`config.mk`:
```
export PLATFORM = sky130hd
export DESIGN_NAME = key_entry_ctrl
export DESIGN_NICKNAME = d
export VERILOG_FILES = /design/src/rtl/alarm_clock_pkg.sv /design/src/rtl/key_shift_reg.sv /design/src/rtl/key_entry_ctrl.sv
export SDC_FILE = /design/constraint.sdc
export NUM_CORES = 1
export LEC_CHECK = 0
export BUFFER_PORTS_ARGS = -buffer_cell sky130_fd_sc_hd__buf_4
export CAP_MARGIN = 20
export CORE_ASPECT_RATIO = 0.75
export CORE_MARGIN = 10
export CORE_UTILIZATION = 46
export CTS_BUF_LIST = sky130_fd_sc_hd__clkbuf_16
export DETAILED_ROUTE_END_ITERATION = 7
export GPL_ROUTABILITY_DRIVEN = 0
export GPL_TIMING_DRIVEN = 0
export PLACE_DENSITY = 0.72
export SYNTH_ARGS = -nofsm -noshare
export SYNTH_HDL_FRONTEND = slang
export SYNTH_HIERARCHICAL = 1
export SYNTH_SLANG_ARGS = --single-unit
```
`constraint.sdc`:
```
create_clock -name clk -period 2.1 [get_ports clk]
set_clock_uncertainty 0.2 [all_clocks]
set_input_delay 0.21 -clock clk [delete_from_list [all_inputs] [get_ports clk]]
set_output_delay 0.21 -clock clk [all_outputs]
set_load 0.05 [all_outputs]
```
`src/rtl/alarm_clock_pkg.sv`:
```
// Shared alarm-clock types: entry FSM states, HH:MM digit limits and the time range check.
package alarm_clock_pkg;

  typedef enum logic [0:0] {
    ST_IDLE  = 1'b0,
    ST_ENTRY = 1'b1
  } entry_state_t;

  localparam logic [3:0] MAX_MS_HR      = 4'd2;
  localparam logic [3:0] MAX_LS_HR_AT_2 = 4'd3;
  localparam logic [3:0] MAX_MS_MIN     = 4'd5;
  localparam logic [3:0] MAX_DIGIT      = 4'd9;
  localparam logic [3:0] KEY_DIGIT_MAX  = 4'd9;

  function automatic logic time_is_valid(input logic [3:0] ms_hr,
                                         input logic [3:0] ls_hr,
                                         input logic [3:0] ms_min,
                                         input logic [3:0] ls_min);
    logic hr_ok;
    if (ms_hr < MAX_MS_HR) begin
      hr_ok = (ls_hr <= MAX_DIGIT);
    end else if (ms_hr == MAX_MS_HR) begin
      hr_ok = (ls_hr <= MAX_LS_HR_AT_2);
    end else begin
      hr_ok = 1'b0;
    end
    return hr_ok && (ms_min <= MAX_MS_MIN) && (ls_min <= MAX_DIGIT);
  endfunction

endpackage

```
`src/rtl/key_shift_reg.sv`:
```
// Four-digit BCD entry buffer; clear+shift together loads a lone digit into ls_min.
module key_shift_reg
  import alarm_clock_pkg::*;
(
  input  logic       clk,
  input  logic       reset,
  input  logic       clr,
  input  logic       shift_en,
  input  logic [3:0] din,
  output logic [3:0] ms_hr,
  output logic [3:0] ls_hr,
  output logic [3:0] ms_min,
  output logic [3:0] ls_min
);

  logic [3:0] ms_hr_r, ls_hr_r, ms_min_r, ls_min_r;

  // Digit storage: clear, shift left, or hold.
  always_ff @(posedge clk) begin
    if (reset || clr) begin
      ms_hr_r  <= 4'd0;
      ls_hr_r  <= 4'd0;
      ms_min_r <= 4'd0;
      ls_min_r <= shift_en && !reset ? din : 4'd0;
    end else if (shift_en) begin
      ms_hr_r  <= ls_hr_r;
      ls_hr_r  <= ms_min_r;
      ms_min_r <= ls_min_r;
      ls_min_r <= din;
    end else begin
      ms_hr_r  <= ms_hr_r;
      ls_hr_r  <= ls_hr_r;
      ms_min_r <= ms_min_r;
      ls_min_r <= ls_min_r;
    end
  end

  assign ms_hr  = ms_hr_r;
  assign ls_hr  = ls_hr_r;
  assign ms_min = ms_min_r;
  assign ls_min = ls_min_r;

endmodule

```
`src/rtl/key_entry_ctrl.sv`:
```
// Keypad HH:MM entry controller feeding the time counter and alarm register.
// Optional commit range check enabled by defining KEY_ENTRY_VALIDATE_EN.
module key_entry_ctrl
  import alarm_clock_pkg::*;
#(
  parameter int unsigned TIMEOUT_SEC = 10
) (
  input  logic       clk,
  input  logic       reset,
  input  logic       one_second,
  input  logic [3:0] key,
  input  logic       key_valid,
  input  logic       time_button,
  input  logic       alarm_button,
  output logic [3:0] new_current_time_ms_hr,
  output logic [3:0] new_current_time_ls_hr,
  output logic [3:0] new_current_time_ms_min,
  output logic [3:0] new_current_time_ls_min,
  output logic       load_new_c,
  output logic       load_new_a,
  output logic       show_new_time,
  output logic       entry_error
);

  localparam int unsigned TIMER_W = $clog2(TIMEOUT_SEC + 1);
  localparam logic [TIMER_W-1:0] TIMER_LAST = TIMER_W'(TIMEOUT_SEC - 1);
  localparam logic [TIMER_W-1:0] TIMER_MAX  = {TIMER_W{1'b1}};
  localparam logic [TIMER_W-1:0] TIMER_ONE  = TIMER_W'(1);
  localparam logic [TIMER_W-1:0] TIMER_ZERO = {TIMER_W{1'b0}};

  entry_state_t       state_r, state_nxt_s;
  logic [TIMER_W-1:0] timer_r, timer_nxt_s;
  logic               load_c_r, load_a_r, error_r;
  logic               load_c_nxt_s, load_a_nxt_s, error_nxt_s;
  logic               buf_clr_s, buf_shift_s;
  logic               key_digit_s, commit_s, time_ok_s, timeout_s;

  assign key_digit_s = key_valid && (key <= KEY_DIGIT_MAX);
  assign commit_s    = time_button || alarm_button;
  assign timeout_s   = one_second && (timer_r == TIMER_LAST);

`ifdef KEY_ENTRY_VALIDATE_EN
  assign time_ok_s = time_is_valid(new_current_time_ms_hr, new_current_time_ls_hr,
                                   new_current_time_ms_min, new_current_time_ls_min);
`else
  assign time_ok_s = 1'b1;
`endif

  // State, idle timer and one-cycle strobes.
  always_ff @(posedge clk) begin
    if (reset) begin
      state_r  <= ST_IDLE;
      timer_r  <= TIMER_ZERO;
      load_c_r <= 1'b0;
      load_a_r <= 1'b0;
      error_r  <= 1'b0;
    end else begin
      state_r  <= state_nxt_s;
      timer_r  <= timer_nxt_s;
      load_c_r <= load_c_nxt_s;
      load_a_r <= load_a_nxt_s;
      error_r  <= error_nxt_s;
    end
  end

  // Next-state selection.
  always_comb begin
    state_nxt_s = state_r;
    case (state_r)
      ST_IDLE: begin
        if (key_digit_s) begin
          state_nxt_s = ST_ENTRY;
        end else begin
          state_nxt_s = ST_IDLE;
        end
      end
      ST_ENTRY: begin
        if (commit_s) begin
          state_nxt_s = ST_IDLE;
        end else if (key_digit_s) begin
          state_nxt_s = ST_ENTRY;
        end else if (timeout_s) begin
          state_nxt_s = ST_IDLE;
        end else begin
          state_nxt_s = ST_ENTRY;
        end
      end
      default: state_nxt_s = ST_IDLE;
    endcase
  end

  // Buffer control, timer update and strobe generation; time beats alarm on a tie.
  always_comb begin
    buf_clr_s    = 1'b0;
    buf_shift_s  = 1'b0;
    timer_nxt_s  = timer_r;
    load_c_nxt_s = 1'b0;
    load_a_nxt_s = 1'b0;
    error_nxt_s  = 1'b0;
    case (state_r)
      ST_IDLE: begin
        if (key_digit_s) begin
          buf_clr_s   = 1'b1;
          buf_shift_s = 1'b1;
          timer_nxt_s = TIMER_ZERO;
        end else begin
          timer_nxt_s = timer_r;
        end
      end
      ST_ENTRY: begin
        if (commit_s) begin
          if (time_ok_s) begin
            load_c_nxt_s = time_button;
            load_a_nxt_s = !time_button;
          end else begin
            error_nxt_s = 1'b1;
            buf_clr_s   = 1'b1;
          end
        end else if (key_digit_s) begin
          buf_shift_s = 1'b1;
          timer_nxt_s = TIMER_ZERO;
        end else if (timeout_s) begin
          buf_clr_s = 1'b1;
        end else if (one_second && (timer_r != TIMER_MAX)) begin
          timer_nxt_s = timer_r + TIMER_ONE;
        end else begin
          timer_nxt_s = timer_r;
        end
      end
      default: begin
        buf_clr_s   = 1'b1;
        timer_nxt_s = TIMER_ZERO;
      end
    endcase
  end

  key_shift_reg u_buf (
    .clk      (clk),
    .reset    (reset),
    .clr      (buf_clr_s),
    .shift_en (buf_shift_s),
    .din      (key),
    .ms_hr    (new_current_time_ms_hr),
    .ls_hr    (new_current_time_ls_hr),
    .ms_min   (new_current_time_ms_min),
    .ls_min   (new_current_time_ls_min)
  );

  assign load_new_c    = load_c_r;
  assign load_new_a    = load_a_r;
  assign entry_error   = error_r;
  assign show_new_time = (state_r == ST_ENTRY);

endmodule

```
==> results of run 1 <==
kinds of logic (layout without fill, tap and decap cells):
| kind of cell | count (synthesis) | after routing | synth area share [%] |
|---|---|---|---|
| flops | 23 | 23 | 47.8 |
| compound gates | 16 | 16 | 10.8 |
| simple gates | 36 | 36 | 20.8 |
| fa+ha+maj | 2 | 2 | 2.39 |
| mux | 13 | 13 | 12.9 |
| other cells | 1 | 1 | 0.358 |
| buf+inv | 8 | 41 | 5.02 |
synthesized netlist by cell type, drive strengths merged (2+ instances only):
| master | instances |
|---|---|
| dfxtp | 19 |
| nor2 | 13 |
| mux2i | 12 |
| nor3b | 6 |
| buf | 4 |
| edfxtp | 4 |
| inv | 3 |
| o21ai | 3 |
| o22ai | 3 |
| ha | 2 |
| nand3 | 2 |
| nor4b | 2 |
| o21a | 2 |
| or2 | 2 |
| or3 | 2 |
cell type report:
cell class | count | share of cell area, %
clock inverter | 1 | 0.360
tap | 24 | 2.16
inverter | 3 | 0.810
clock buffer | 3 | 5.40
buffer | 5 | 2.97
timing repair buffer | 29 | 15.8
sequential | 23 | 36.0
multi-input combinational | 68 | 36.5
power breakdown:
part | total [mW] | leakage [nW] | internal, mW | switching [mW]
Clock | 0.399 | 0.0409 | 0.255 | 0.143
Combinational | 0.179 | 0.331 | 0.0682 | 0.111
Sequential | 0.477 | 0.197 | 0.465 | 0.0111
Total | 1.05 | 0.569 | 0.789 | 0.266
flip-flops by register name, indices dropped and copies added (netlist names):
register and flops:
load_new_c 1, u_buf/ls_min 4, timer_r 4, u_buf/ls_hr 4, show_new_time 1, u_buf/ms_hr 4
u_buf/ms_min 4, load_new_a 1
worst max-delay path, cell delays in order, from the launching register on:
cell      delay, ps
dfxtp_1         390
inv_1            80
ha_1            210
and4b_2         240
o211ai_1         90
o21ai_1         120
or3_4           420
placed cells by master (no fill, tap or decap), types with 2 or more instances in the layout:
master,count
buf_4,30
inv_1,3
nor3b_1,6
dfxtp_1,19
nand3_1,2
nor4b_1,2
mux2i_1,12
buf_6,2
edfxtp_1,4
o22ai_1,3
nor2_1,13
ha_1,2
o21a_1,2
clkbuf_16,3
o21ai_0,2
routing by layer:
metal  vias up  GRT usage (%)
li1        428              -
met1       399           13.8
met2        15           16.0
met3         2           4.50
met4         0           1.88
met5         -              0
final timing paths:
kind	to	slack, ps	cells after the start
setup / recovery	u_buf/ls_min[3]	100	6
hold / removal	load_new_c	70	2
setup reg to reg	u_buf/ls_min[3]	100	6
hold reg to reg	u_buf/ms_hr[0]	300	2
repair_timing:
action	in CTS	in global routing
endpoints found under the setup margin	0	8
resized for setup	0	4
hold endpoints to repair	1	0
hold buffers	1	0
metrics by stage:
stage               utilization, %  setup WS (ps)  area, µm²  power, mW  std cells
floorplan                        -           96.7       1050      0.603         99
global placement              61.8           65.5       1290      0.657        151
detailed placement            61.8           25.0       1290      0.659        151
CTS                           66.1           21.9       1380       1.06        156
global route                  66.7           39.5       1390       1.10        156
finish                        66.7           99.8       1390       1.05        156
==> qor.yml, run 1 <==
critPathLaunch: "timer_r[1]"
die_h_um: 61.3
num_rows: 14
first_pass_iters: 4
hold_slack_ps: 65.9
cts_buffers: 3
ys.flop_type: "dfxtp_1"
ir_drop_v: 0.000720
syn_inst: 99
route.met3.wl_um: 170
htreeDepth: 1
wl_um: 2440
finalSetupViolations: 0
antenna_cells: 0
drive_gt1_share_pct: 32.6
clkLatencyLatePin_ps: 250
antenna_found_initial: 0
required_ps: 1900
grt_usage_pct: 10.5
critPathMaxFanout: 4
vias_per_cell: 5.41
die-area_um2: 4600
n_fill_cell: 163
overflow: 0
syn-num-nets: 111
drt_iter0_drc: 34
ys_seq_area_share_pct: 47.8
yosysTopAreaCell: "dfxtp_1"
wl_met2_um: 1160
yosysWarnings: 6
syn_area_per_cell_um2: 10.6
cts_setup_buffers: 0
dieWidth_um: 75.1
ios: 30
startpoint_type: "flop"
r2r_start: "timer_r[1]"
leakagePower_nw: 0.569
maxCapViolCount: 0
rsz0062_at_grt: "false"
ys_ff_latch: 23
setup_tns_ps: 0
run_status: "finished, final reports clean"
start_util_pct: 50.2
cp_data_arrival_time_ps: 1800
critPathKind: "reg2reg"
cts_tree: "built"
max-clock-path-buffers: 2
max_freq_ghz: 0.500
port_buffers: 28
multi_input_area_um2: 507
min_from: "time_button"
routedLengthMet1_um: 1100
dp_hpwl_um: 1880
area_growth_syn_to_layout_pct: 32.7
wl_per_cell_um: 15.6
cts-root-buf: "clkbuf_16"
power_density_nw_per_um2: 759
drv_slew: 0
grt_first_pass_wirelength_um: 3820
synth.distinct_cells: 37
num-nets-final: 145
clk_pin_slew_ps: 60
vias: 844
syn_area_um2: 1050
ant_nets: 0
crit_path_end_kind: "flop"
synth_edf_count: 4
core_area_um2: 2080
synthTopCellsByArea: "dfxtp_1 (36%), mux2i_1 (11%), edfxtp_1 (11%)"
fin_crit_sh_pct: 95.2
grt_pass1_vias: 823
synth_top_area_share_pct: 36.3
regArea_um2: 500
hp-class: "in2reg"
hold_violations: 0
clock_sinks: 23
grt_max_degree: 14
period_minus_slack_ps: 2000
synthArstFlopShare_pct: 0
top_layer: "met4"
drcViolationCount: 0
(Power assumes the default switching activity.)
==> run 2: changes to the inputs <==
- ABC_AREA: default -> 1
- PLACE_DENSITY: 0.72 -> 0.71
- SYNTH_HIERARCHICAL: 1 -> default
==> qor.yml, run 2 <==
syn_area_um2: 1200
critPathKind: "in2reg"
slowest_delay_ps: 540
first_pass_iters: 4
synthSimpleGateAreaFrac_pct: 34.2
ir_drop_v: 0.000481
yosys-mux-area-fraction_pct: 0
ys_ff_latch: 23
yosysTopAreaCell: "dfxtp_1"
area_growth_syn_to_layout_pct: 27.9
top_layer: "met4"
required_ps: 1870
power_density_nw_per_um2: 712
ys.flop_type: "dfxtp_1"
leakagePower_nw: 0.711
crit_path_end_kind: "flop"
htreeDepth: 1
rr_worst_depth: 7
critPathMaxFanout: 7
max-clock-path-buffers: 2
period_minus_slack_ps: 1890
critical-path-top-delay-family: "buffers and inverters"
drv_slew: 0
power_mw: 1.10
netlist_top_cells_count: "nand2_1 (41), dfxtp_1 (19), inv_1 (18)"
grt_first_pass_wirelength_um: 4920
finalSetupViolations: 0
hp-class: "in2reg"
cp_common_cell: "nand2_1"
syn-num-nets: 166
mostFrequentLayoutCell: "nand2_1"
synthXorXnorAreaFrac_pct: 0.728
dp_hpwl_um: 2330
port_buffers: 27
crit_buf_inv: 3
pwr-share-seq_pct: 44.3
cts_tree: "built"
power.switching_uw: 307
regArea_um2: 500
final_core_util_pct: 64.1
num_rows: 15
synth-adder-area-share_pct: 2.08
run_status: "finished, final reports clean"
path_cells: "dlygate4sd3_1, buf_4, inv_1, nand2_1, nor2_2, nand2_1"
syn_inst: 154
ys_seq_area_share_pct: 41.6
vias_per_cell: 5.04
crit_slowest_cell: "dlygate4sd3_1"
synth_top_area_share_pct: 31.6
synth_top_family_by_area: "simple AND/OR/NAND/NOR gates"
hold_violations: 0
synthArstFlopShare_pct: 0
cp_data_arrival_time_ps: 1660
vias: 1109
final_cell_mix: "nand2_1 (41), buf_4 (28), dfxtp_1 (19)"
clkLatencyLatePin_ps: 250
rsz0062_at_grt: "false"
fin_crit_sh_pct: 90.0
start_util_pct: 50.1
cts_resized: 0
synth_compound_area_share_pct: 11.0
n_fill_cell: 214
pwr-share-clk_pct: 37.0
overflow: 0
ios: 30
antenna_cells: 0
clock_sinks: 23
combPwrFrac_pct: 18.7
cts-root-buf: "clkbuf_16"
wl_met2_um: 1340
route.met3.wl_um: 248
internal_power_uw: 789
drcViolationCount: 0
min_path_cells: 3
maxCapViolCount: 0
die_h_um: 64.3
drt_iter0_drc: 113
cts_setup_buffers: 0
setup_tns_ps: 0
antenna_found_initial: 0
synthMostInstantiatedCell: "nand2_1"
core_area_um2: 2400
grt_pass1_vias: 1006
syn_area_per_cell_um2: 7.82
cts-hold-fix-buffers: 1
wl_um: 2930
cts_buffers: 3
clk_pin_slew_ps: 60
startpoint_type: "input pin"
num-nets-final: 199
p_sw_share_pct: 28.0
yosysWarnings: 0
routedLengthMet1_um: 1320
synth_edf_count: 4
wl_per_cell_um: 13.3
ant_nets: 0
synthTopCellsByArea: "dfxtp_1 (32%), nand2_1 (13%), edfxtp_1 (10%)"
die-area_um2: 5080
dieWidth_um: 79.1
multi_input_area_um2: 582
grt_max_degree: 14
max_freq_ghz: 0.529
drive_gt1_share_pct: 29.6
cp.depth: 6
synth.distinct_cells: 24
grt_usage_pct: 11.6
==> run 2: metal layers <==
layer	GRT usage (%)	vias up
met1	15.5	497
met2	17.0	42
met4	3.35	0
met3	4.19	2
li1	-	568
met5	0	-
==> run 2: path summary, 6_finish.rpt <==
path                endpoint  slack (ps)      startpoint
max reg2reg  u_buf.ls_min[2]         230      timer_r[0]
min reg2reg   u_buf.ms_hr[1]         270  u_buf.ms_hr[1]
min               load_new_a          20    alarm_button
max          u_buf.ls_min[2]         210           reset
==> run 2: tightest hold or removal path: stages <==
cell	delay, ps
buf_4	100
nand4_1	90
inv_1	50
==> run 2: final cells by class <==
class / instances / area share [%]
buffer: 8 / 3.50
clock buffer: 3 / 4.88
clock inverter: 1 / 0.325
inverter: 18 / 4.39
multi-input combinational: 105 / 37.8
sequential: 23 / 32.5
tap: 34 / 2.76
timing repair buffer: 28 / 13.8
==> run 2: cells by family after synthesis <==
| kind of cell | Yosys count |
|---|---|
| XOR/XNOR | 1 |
| other | 1 |
| AO/OA/AOI/OAI | 16 |
| adder cells (fa/ha/maj) | 2 |
| buffers and inverters | 26 |
| flip-flops | 23 |
| AND/OR/NAND/NOR | 85 |
==> run 2: power by group through the flow <==
stage	sequential (mW)	combinational, mW	clock, mW
global placement	0.494	0.199	0
floorplan	0.542	0.0923	0
finish	0.486	0.205	0.406
detailed placement	0.495	0.203	0
global route	0.489	0.222	0.433
CTS	0.485	0.206	0.415
==> run 2: stage by stage <==
| step | std cells | hold WS, ps | setup WS [ps] | area, µm² |
|---|---|---|---|---|
| 3_3_place_gp | 215 | 202 | 244 | 1450 |
| 2_1_floorplan | 154 | 79.1 | 244 | 1200 |
| 3_5_place_dp | 215 | 203 | 235 | 1450 |
| 4_1_cts | 220 | 21.2 | 210 | 1540 |
| 6_report | 220 | 21.1 | 210 | 1540 |
| 5_1_grt | 220 | 40.0 | 112 | 1540 |
